## config.mk

```make
export PLATFORM = sky130hd
export DESIGN_NAME = pico_core_flat
export DESIGN_NICKNAME = d
export VERILOG_FILES = /design/src/rtl/pico_core_if.sv /design/src/rtl/pico_core.sv /design/src/flat_wrapper.sv
export SDC_FILE = /design/constraint.sdc
export NUM_CORES = 1
export LEC_CHECK = 0
export CORE_UTILIZATION = 60
export CTS_CLUSTER_SIZE = 28
export DETAILED_ROUTE_END_ITERATION = 6
export PLACE_DENSITY_LB_ADDON = 0.3
export SLEW_MARGIN = 20
export SYNTH_ARGS = -nofsm -noshare
export SYNTH_HDL_FRONTEND = slang
export SYNTH_SLANG_ARGS = --single-unit
```

## constraint.sdc

```tcl
create_clock -name clk -period 9.2 [get_ports clk]
set_clock_uncertainty 0.15 [all_clocks]
set_input_delay 1.84 -clock clk [delete_from_list [all_inputs] [get_ports clk]]
set_output_delay 1.84 -clock clk [all_outputs]
set_load 0.01 [all_outputs]
```

## src/rtl/pico_core_if.sv

```systemverilog
// pico_core_if: program ROM, input handshake, output strobe and status signals of pico_core.
interface pico_core_if #(parameter int N = 8, parameter int P_SIZE = 6, parameter int I_SIZE = N + 16);
    logic [P_SIZE-1:0] imemAddr;
    logic [I_SIZE-1:0] imemData;
    logic [N-1:0] inData;
    logic inValid;
    logic inReady;
    logic [N-1:0] outData;
    logic outValid;
    logic [3:0] flags;
    logic halted;
    modport master (
        output imemAddr, inReady, outData, outValid, flags, halted,
        input imemData, inData, inValid
    );
    modport slave (
        input imemAddr, inReady, outData, outValid, flags, halted,
        output imemData, inData, inValid
    );
endinterface

```

## src/rtl/pico_core.sv

```systemverilog
// pico_core: two-cycle FETCH/EXEC picoMIPS core with flag branches, handshaked IN, strobed OUT and HALT.
module pico_core #(
    parameter int N = 8,
    parameter int P_SIZE = 6,
    parameter int R = 8,
    parameter int I_SIZE = N + 16
) (
    input logic clk,
    input logic rst,
    pico_core_if.master bus
);
    localparam int RW = $clog2(R);
    typedef enum logic [1:0] {FETCH, EXEC, HALT} state_t;
    state_t state;
    logic [I_SIZE-1:0] ir;
    logic [P_SIZE-1:0] pc;
    logic [N-1:0] rf [R];
    logic [3:0] flg;
    logic [N-1:0] out_data;
    logic out_valid, in_ready, halted;
    logic [5:0] op;
    logic [RW-1:0] rdx, rsx;
    logic [N-1:0] a, b, imm, bo, res;
    logic [N:0] sum, dif;
    logic [2*N-1:0] prod;
    logic c, v, alu, wr, taken, stall;
    assign bus.imemAddr = pc;
    assign bus.inReady = in_ready;
    assign bus.outData = out_data;
    assign bus.outValid = out_valid;
    assign bus.flags = flg;
    assign bus.halted = halted;
    always_comb begin
        op = ir[I_SIZE-1 -: 6];
        rdx = RW'({1'b0, ir[I_SIZE-7 -: 5]} % 6'(R));
        rsx = RW'({1'b0, ir[I_SIZE-12 -: 5]} % 6'(R));
        a = rf[rdx];
        b = rf[rsx];
        imm = ir[N-1:0];
        bo = (op == 6'h08 || op == 6'h09) ? imm : b;
        sum = {1'b0, a} + {1'b0, bo};
        dif = {1'b0, a} - {1'b0, bo};
        prod = {{N{1'b0}}, a} * {{N{1'b0}}, b};
        res = '0;
        c = 1'b0;
        v = 1'b0;
        wr = 1'b1;
        alu = 1'b1;
        case (op)
            6'h01, 6'h08: begin
                res = sum[N-1:0];
                c = sum[N];
                v = (a[N-1] == bo[N-1]) && (res[N-1] != a[N-1]);
            end
            6'h02, 6'h09: begin
                res = dif[N-1:0];
                c = dif[N];
                v = (a[N-1] != bo[N-1]) && (res[N-1] != a[N-1]);
            end
            6'h03: res = a & b;
            6'h04: res = a | b;
            6'h05: res = a ^ b;
            6'h06: res = prod[N-1:0];
            6'h07: res = prod[2*N-1:N];
            6'h0A: begin res = imm; alu = 1'b0; end
            6'h0B: begin res = b; alu = 1'b0; end
            6'h10: begin res = bus.inData; alu = 1'b0; end
            default: begin wr = 1'b0; alu = 1'b0; end
        endcase
        taken = (op == 6'h18 && flg[3]) || (op == 6'h19 && !flg[3]) || op == 6'h1A;
        stall = op == 6'h10 && !bus.inValid;
    end
    always_ff @(posedge clk) begin
        if (rst) begin
            state <= FETCH;
            pc <= '0;
            ir <= '0;
            flg <= '0;
            out_data <= '0;
            out_valid <= 1'b0;
            in_ready <= 1'b0;
            halted <= 1'b0;
            for (int i = 0; i < R; i++) rf[i] <= '0;
        end else begin
            out_valid <= 1'b0;
            case (state)
                FETCH: begin
                    ir <= bus.imemData;
                    in_ready <= bus.imemData[I_SIZE-1 -: 6] == 6'h10;
                    state <= EXEC;
                end
                EXEC: if (!stall) begin
                    state <= op == 6'h3F ? HALT : FETCH;
                    halted <= op == 6'h3F;
                    in_ready <= 1'b0;
                    pc <= taken ? imm[P_SIZE-1:0] : pc + P_SIZE'(1);
                    if (wr && rdx != '0) rf[rdx] <= res;
                    if (alu) flg <= {res == '0, res[N-1], c, v};
                    if (op == 6'h11) begin
                        out_data <= b;
                        out_valid <= 1'b1;
                    end
                end
                default: ;
            endcase
        end
    end
endmodule

```

## src/flat_wrapper.sv

```systemverilog
// flat-port wrapper written by rule: the top's interface ports become plain ports
module pico_core_flat 
#(
    parameter int N = 8,
    parameter int P_SIZE = 6,
    parameter int R = 8,
    parameter int I_SIZE = N + 16
)
  (clk, rst, bus_imemAddr, bus_inReady, bus_outData, bus_outValid, bus_flags, bus_halted, bus_imemData, bus_inData, bus_inValid);
  pico_core_if #(.N(N), .P_SIZE(P_SIZE), .I_SIZE(I_SIZE)) bus_i ();
  input logic clk;
  input logic rst;
  output wire logic [$bits(bus_i.imemAddr)-1:0] bus_imemAddr;
  output wire logic [$bits(bus_i.inReady)-1:0] bus_inReady;
  output wire logic [$bits(bus_i.outData)-1:0] bus_outData;
  output wire logic [$bits(bus_i.outValid)-1:0] bus_outValid;
  output wire logic [$bits(bus_i.flags)-1:0] bus_flags;
  output wire logic [$bits(bus_i.halted)-1:0] bus_halted;
  input wire logic [$bits(bus_i.imemData)-1:0] bus_imemData;
  input wire logic [$bits(bus_i.inData)-1:0] bus_inData;
  input wire logic [$bits(bus_i.inValid)-1:0] bus_inValid;
  assign bus_imemAddr = bus_i.imemAddr;
  assign bus_inReady = bus_i.inReady;
  assign bus_outData = bus_i.outData;
  assign bus_outValid = bus_i.outValid;
  assign bus_flags = bus_i.flags;
  assign bus_halted = bus_i.halted;
  assign bus_i.imemData = bus_imemData;
  assign bus_i.inData = bus_inData;
  assign bus_i.inValid = bus_inValid;
  pico_core #(.N(N), .P_SIZE(P_SIZE), .R(R), .I_SIZE(I_SIZE)) u_core (.clk(clk), .rst(rst), .bus(bus_i));
endmodule
```

==> flow_summary.ini, run 1 <==
[logic_synthesis]
syn-mean-instance-area_sq_um = 9.57
ys_seq_elements = 113
synth_top_cells_by_area = edfxtp_1 22%, dfxtp_1 11%, ha_1 9.9%
synthFlopType = edfxtp_1
asyncSetResetFlopFracSynth = 0
postSynthCellCount = 916
syn_area_sq_um = 8760
synth_edf_count = 64
synth_area_leader_cell = edfxtp_1
synthesis.yosys.warnings = 0
synth_top_area_frac = 0.219
synth.lib_cells_used.distinct = 78
yosysSeqAreaShare = 0.331

[sta]
max-slew-margin-rel = 0.362
layout_worst_path_cycle_share = 0.768
max_clock_freq_mhz = 141
timing.final.crit_period_ns = 7.07
setup_tns_ns = 0
finalWorstSetupSlack_ns = 2.13
timing_worst_slew_pin_value_ns = 0.954
finalHoldViolations = 0
number_of_setup_violations_in_the_final_report = 0
report.final.slew_viol_count = 0
rsz0062_at_grt = false

[setup_path]
timing.critical_path.from_type = flop
cp_max_fo = 14
cp-end-kind = flop
path_class = reg2reg
reg2reg_slack_ns = 2.13
number_of_buffers_and_inverters_on_the_critical_path = 5
crit_path_cell_count = 21
arrival_time_reported_for_the_critical_path_endpoint_ns = 7.26
timing.critical_path.to = u_core.bus.flags[3]$_SDFFE_PP0P_
crit_family = adder cells
slowest_stage = dfxtp_1
worst_r2r_path_depth = 21
ordered_cell_list_for_the_critical_path = buf_4, mux4_2, mux2i_4, inv_1, nand2_1, fa_1, fa_1, inv_1, fa_1, inv_1, fa_1, inv_1, ha_1, nand3_1, o211ai_1, o21ai_0, a31oi_1, xor2_1, a211oi_2, and4_1, a31o_1
worst_path_largest_cell_delay_ns = 0.72
cp.required_ns = 9.40
r2r-end = u_core.bus.flags[3]$_SDFFE_PP0P_

[drt]
routed-via-count = 7317
average_wire_length_per_cell_after_detail_routing_um = 20.4
detail_route.vias_per_cell = 6.33
detailedRoute.firstPassIterationCount = 5
antenna_violating_nets_post_route = 0
finalWirelength_um = 23600
drtIter0Drc = 816
drc = 0

[clocking]
hold_buffers = 0
clk_pin_slew_worst_paths_ns = 0.05
count_of_cells_resized_by_post_cts_repair = 0
cts.htree.levels = 4
cts_tree = yes
cts_setup_buffers = 0
maximum_count_of_clock_buffers_along_a_single_path = 2
clk_root_buffer_cell = clkbuf_16
clock_sinks = 113
cts_buffers = 17
clk-insertion-delay-late_ns = 0.41

[layout]
finalNonFillerCells = 1156
area.growth.synth_to_final_pct = 14.2
final.fill_count = 1026
antennaDiodeCount = 0
layout.cell_area.non_filler_sq_um = 10000
most_frequent_cells_in_the_layout = 161 x nor2_1, 86 x inv_1, 81 x nand2_1
final_net_count = 1105
drive_gt1_frac = 0.0953
layout.cells.most_common = nor2_1

[grt]
first_pass_grt_wire_length_um = 36800
first_global_vias = 7120
total_global_routing_track_utilization = 0.330
grt_start_max_net_pins = 62
global_route.overflow_total = 0
antenna_violations_before_repair = 0

[die]
die_area_sq_um = 15100
number_of_placed_i_o_pins = 56
die_height_um = 123
core_area_sq_um = 14000
rows = 43
fp.dieW_um = 123
start_util = 0.624

[placed_design]
port-buffer-count = 51
detailedPlace.worstSlack_ns = 2.18
placer_s_final_routability_congestion_estimate = 0.934
dp_hpwl_um = 17100
placedInstanceArea_sq_um = 9420
dpl.cell_count = 1124

[min_path]
hold_depth = 2
hold_path.class = reg2reg

[flow_run]
timing.max_cap.violations = 0

[outcome]
status = complete, no violations

[power_and_ir_drop]
power.density_cell_area_nw_per_um2 = 232
vdd_ir_drop_max_uv = 154
p_leak_uw = 0.00415
==> routing by layer <==
layer | part of all wire | GRT usage | up-vias
li1 | - | - | 3316
met1 | 0.40 | 0.438 | 3555
met2 | 0.47 | 0.525 | 382
met3 | 0.088 | 0.0618 | 64
met4 | 0.036 | 0.147 | 0
met5 | 0 | 0 | -
==> worst reg2reg max path, stage by stage, from the launching register on <==
cell	delay [ns]
dfxtp_1	0.72
buf_4	0.40
mux4_2	0.61
mux2i_4	0.40
inv_1	0.20
nand2_1	0.12
fa_1	0.46
fa_1	0.50
inv_1	0.05
fa_1	0.47
inv_1	0.05
fa_1	0.47
inv_1	0.05
ha_1	0.37
nand3_1	0.09
o211ai_1	0.25
o21ai_0	0.19
a31oi_1	0.24
xor2_1	0.11
a211oi_2	0.68
and4_1	0.29
a31o_1	0.16
==> worst min path at each step <==
stage / startpoint / to / slack, ns
CTS: u_core.bus.inReady$_SDFFE_PP0P_ / u_core.bus.inReady$_SDFFE_PP0P_ / 0.31
global route: u_core.bus.inReady$_SDFFE_PP0P_ / u_core.bus.inReady$_SDFFE_PP0P_ / 0.32
floorplan: u_core.ir[8]$_SDFFE_PP0P_ / flop / 0.29
finish: u_core.bus.inReady$_SDFFE_PP0P_ / u_core.bus.inReady$_SDFFE_PP0P_ / 0.31
global placement: u_core.ir[9]$_SDFFE_PP0P_ / u_core.ir[9]$_SDFFE_PP0P_ / 0.30
detailed placement: u_core.ir[9]$_SDFFE_PP0P_ / u_core.ir[9]$_SDFFE_PP0P_ / 0.30
==> flip-flops by register name, indices dropped and copies added, names as in the netlist, named ones only <==
name,count
u_core.bus.halted,1
u_core.state,2
u_core.bus.inReady,1
u_core.bus.outData,8
u_core.bus.outValid,1
u_core.ir,20
u_core.bus.flags,4
u_core.rf,64
u_core.bus.imemAddr,6
==> cell type report <==
type | instances | area (sq um) | area share
Clock inverter | 13 | 144 | 0.0144
Inverter | 87 | 327 | 0.0326
Tap cell | 180 | 225 | 0.0225
Clock buffer | 19 | 433 | 0.0433
Timing Repair Buffer | 66 | 618 | 0.0618
Multi-Input combinational cell | 678 | 5350 | 0.535
Sequential cell | 113 | 2900 | 0.290
==> cells in the mapped netlist, types with 4 or more instances <==
library cell / number
and3_1: 5
nor3b_1: 5
nor4_1: 5
nand3_1: 17
clkbuf_1: 28
o211ai_1: 4
a211oi_1: 6
fa_1: 38
o21a_1: 8
dfxtp_1: 49
a221oi_1: 5
inv_1: 86
o2111ai_1: 4
nand2b_1: 11
mux4_2: 29
mux2i_1: 28
nand2_1: 81
xor2_1: 6
a21oi_1: 64
edfxtp_1: 64
nor4b_1: 4
a21o_1: 5
o21ai_0: 12
ha_1: 69
a222oi_1: 5
o31ai_1: 5
nand4b_1: 4
o21bai_1: 4
nor2_1: 161
nor2b_1: 8
xnor2_1: 5
buf_2: 8
nor3_1: 11
buf_6: 4
==> cells by family after synthesis <==
group / Yosys count / synth area share
buffers and inverters: 132 / 0.0624
muxes: 60 / 0.113
AOI/OAI and AO/OA: 150 / 0.116
other: 1 / 0.000428
DFF: 113 / 0.331
and+or+nand+nor: 342 / 0.181
adders and majority gates: 107 / 0.185
xor gates and xnor gates: 11 / 0.0110
==> metrics by stage <==
stage,hold slack (ns),total power [uW],utilization
3_5_place_dp,0.302,1660,0.671
2_1_floorplan,0.286,1390,-
4_1_cts,0.312,2300,0.712
6_report,0.305,2320,0.712
3_3_place_gp,0.298,1630,0.671
5_1_grt,0.322,2460,0.712
==> report_power, final <==
group / internal (uW) / switching (uW)
logic: 432 / 654
clock network: 419 / 221
registers: 557 / 32.9
total: 1410 / 908
(Power assumes the default switching activity.)
==> inputs of run 2 (changes only) <==
--- a/config.mk
+++ b/config.mk
@@ -5,7 +5,7 @@
 export SDC_FILE = /design/constraint.sdc
 export NUM_CORES = 1
 export LEC_CHECK = 0
-export CORE_UTILIZATION = 60
+export CORE_UTILIZATION = 55
 export CTS_CLUSTER_SIZE = 28
 export DETAILED_ROUTE_END_ITERATION = 6
 export PLACE_DENSITY_LB_ADDON = 0.3
==> constraint.sdc (replaced) <==
create_clock -name clk -period 5.9 [get_ports clk]
set_clock_uncertainty 0.15 [all_clocks]
set_input_delay 1.18 -clock clk [delete_from_list [all_inputs] [get_ports clk]]
set_output_delay 1.18 -clock clk [all_outputs]
set_load 0.01 [all_outputs]
==> run 2 against run 1 <==
Against the previous run:
- critical endpoint is now u_core.rf[5][7]$_SDFFCE_PN0P_
- the flow now finishes with violations (negative setup slack)
- design area is 7.7% higher
- largest power group unchanged
- total power grew 77%
- sequential share of layout area shrank 2.0 points
==> flow_summary.ini, run 2 (synthesized netlist as in run 1, its figures left out) <==
[grt]
grt_start_max_net_pins = 61
global_route.overflow_total = 0
total_global_routing_track_utilization = 0.307
first_global_vias = 7265
first_pass_grt_wire_length_um = 38100
antenna_violations_before_repair = 0

[placed_design]
placer_s_final_routability_congestion_estimate = 0.949
port-buffer-count = 51
placedInstanceArea_sq_um = 9790
dp_hpwl_um = 17200
detailedPlace.worstSlack_ns = -0.0878

[layout]
final_net_count = 1156
most_frequent_cells_in_the_layout = 155 x nor2_1, 78 x inv_1, 78 x nand2_1
layout.cells.most_common = nor2_1
drive_gt1_frac = 0.191
final.fill_count = 1081
area.growth.synth_to_final_pct = 22.9
layout.cell_area.non_filler_sq_um = 10800
flip_flop_count_of_the_largest_register_after_layout = 64
antennaDiodeCount = 0
top_register = u_core.rf

[drt]
detail_route.vias_per_cell = 6.11
average_wire_length_per_cell_after_detail_routing_um = 20.2
drtIter0Drc = 875
finalWirelength_um = 25000
drc = 0
antenna_violating_nets_post_route = 0
detailedRoute.firstPassIterationCount = 5
routed-via-count = 7563

[power_and_ir_drop]
power.density_cell_area_nw_per_um2 = 380
p_leak_uw = 0.00444
vdd_ir_drop_max_uv = 255

[setup_path]
reg2reg_slack_ns = -0.04
cp_max_fo = 6
arrival_time_reported_for_the_critical_path_endpoint_ns = 5.93
cp.required_ns = 5.89
timing.critical_path.from_type = flop
path_class = reg2reg
cp-end-kind = flop

[sta]
max-slew-margin-rel = 0.263
number_of_setup_violations_in_the_final_report = 6
max_clock_freq_mhz = 168
finalWorstSetupSlack_ns = -0.0351
timing_worst_slew_pin_value_ns = 1.10
layout_worst_path_cycle_share = 1.01
setup_tns_ns = -0.147
rsz0062_at_grt = true
timing.final.crit_period_ns = 5.94
finalHoldViolations = 0
report.final.slew_viol_count = 0

[clocking]
clk-insertion-delay-late_ns = 0.42
cts.htree.levels = 4
clk_root_buffer_cell = clkbuf_16
maximum_count_of_clock_buffers_along_a_single_path = 2
hold_buffers = 0
cts_buffers = 17
cts_tree = yes
clk_pin_slew_worst_paths_ns = 0.05
clock_sinks = 113

[die]
rows = 45
number_of_placed_i_o_pins = 56
start_util = 0.570
core_area_sq_um = 15400
die_height_um = 128
die_area_sq_um = 16400
fp.dieW_um = 128

[min_path]
hold_path.class = reg2reg

[flow_run]
timing.max_cap.violations = 0

[outcome]
violated_checks = negative setup slack
status = complete, but fails checks
==> run 2: changes by cell type in the layout (fill, tap and decap cells not counted), moves of 7 or more <==
cell	previous run	this run
buf_4	15	51
buf_6	0	7
ha_1	69	60
inv_1	86	78
inv_2	1	9
mux2i_1	28	19
==> run 2: power breakdown <==
part           internal, uW  switching (uW)  leakage (uW)
Sequential              868            39.1       0.00106
Combinational           984            1250       0.00312
Clock                   580             377      0.000264
==> run 2: worst paths after layout <==
check | from | end | depth (start not counted)
setup / recovery | flop | u_core.rf[5][7]$_SDFFCE_PN0P_ | 22
hold / removal | u_core.ir[9]$_SDFFE_PP0P_ | u_core.ir[9]$_SDFFE_PP0P_ | 2
setup reg to reg | flop | u_core.rf[5][7]$_SDFFCE_PN0P_ | 22
hold reg to reg | u_core.ir[9]$_SDFFE_PP0P_ | u_core.ir[9]$_SDFFE_PP0P_ | 2
==> run 2: layout make-up <==
cell class | instances | area, sq um | share of cell area
sequential | 113 | 2910 | 0.270
tap | 211 | 264 | 0.0245
clock buffer | 20 | 437 | 0.0405
inverter | 87 | 327 | 0.0303
multi-input combinational | 678 | 5580 | 0.518
timing repair buffer | 117 | 1140 | 0.106
clock inverter | 12 | 113 | 0.0105
==> run 2: repair_timing <==
action | CTS | global route
pin swaps | 9 | 17
gates cloned | 1 | 2
setup endpoints to repair | 19 | 45
gates resized for setup | 14 | 47
buffers inserted | 5 | 12
==> run 2: critical path: stages, from the launching register on <==
cell and delay (ns):
dfxtp_4 0.38, buf_12 0.13, mux4_2 0.54, mux2i_1 0.21, buf_4 0.18, buf_4 0.12
nor2_1 0.07, fa_1 0.52, fa_1 0.52, fa_1 0.50, inv_1 0.05, fa_1 0.35
inv_1 0.11, ha_4 0.21, buf_4 0.15, and3_1 0.21, a21o_1 0.20, o41a_1 0.33
mux2i_2 0.18, nor3_2 0.16, buf_4 0.18, clkbuf_16 0.16, nor2_2 0.04
==> run 2: metal layers <==
layer  part of all wire  vias to the layer above  GRT usage
met5                  0                        -          0
met3               0.10                       79     0.0618
met2               0.48                      462      0.494
li1                   -                     3421          -
met1               0.39                     3601      0.412
met4              0.031                        0      0.108
==> run 2: stage by stage <==
stage                     power [uW]  hold slack (ns)  std cells  utilization
after floorplan                 2180            0.286        923            -
after global placement          2720            0.297       1186        0.637
after detailed placement        2760            0.300       1186        0.637
after CTS                       3820            0.313       1224        0.682
after global routing            4340            0.337       1238        0.701
final                           4100            0.310       1238        0.701
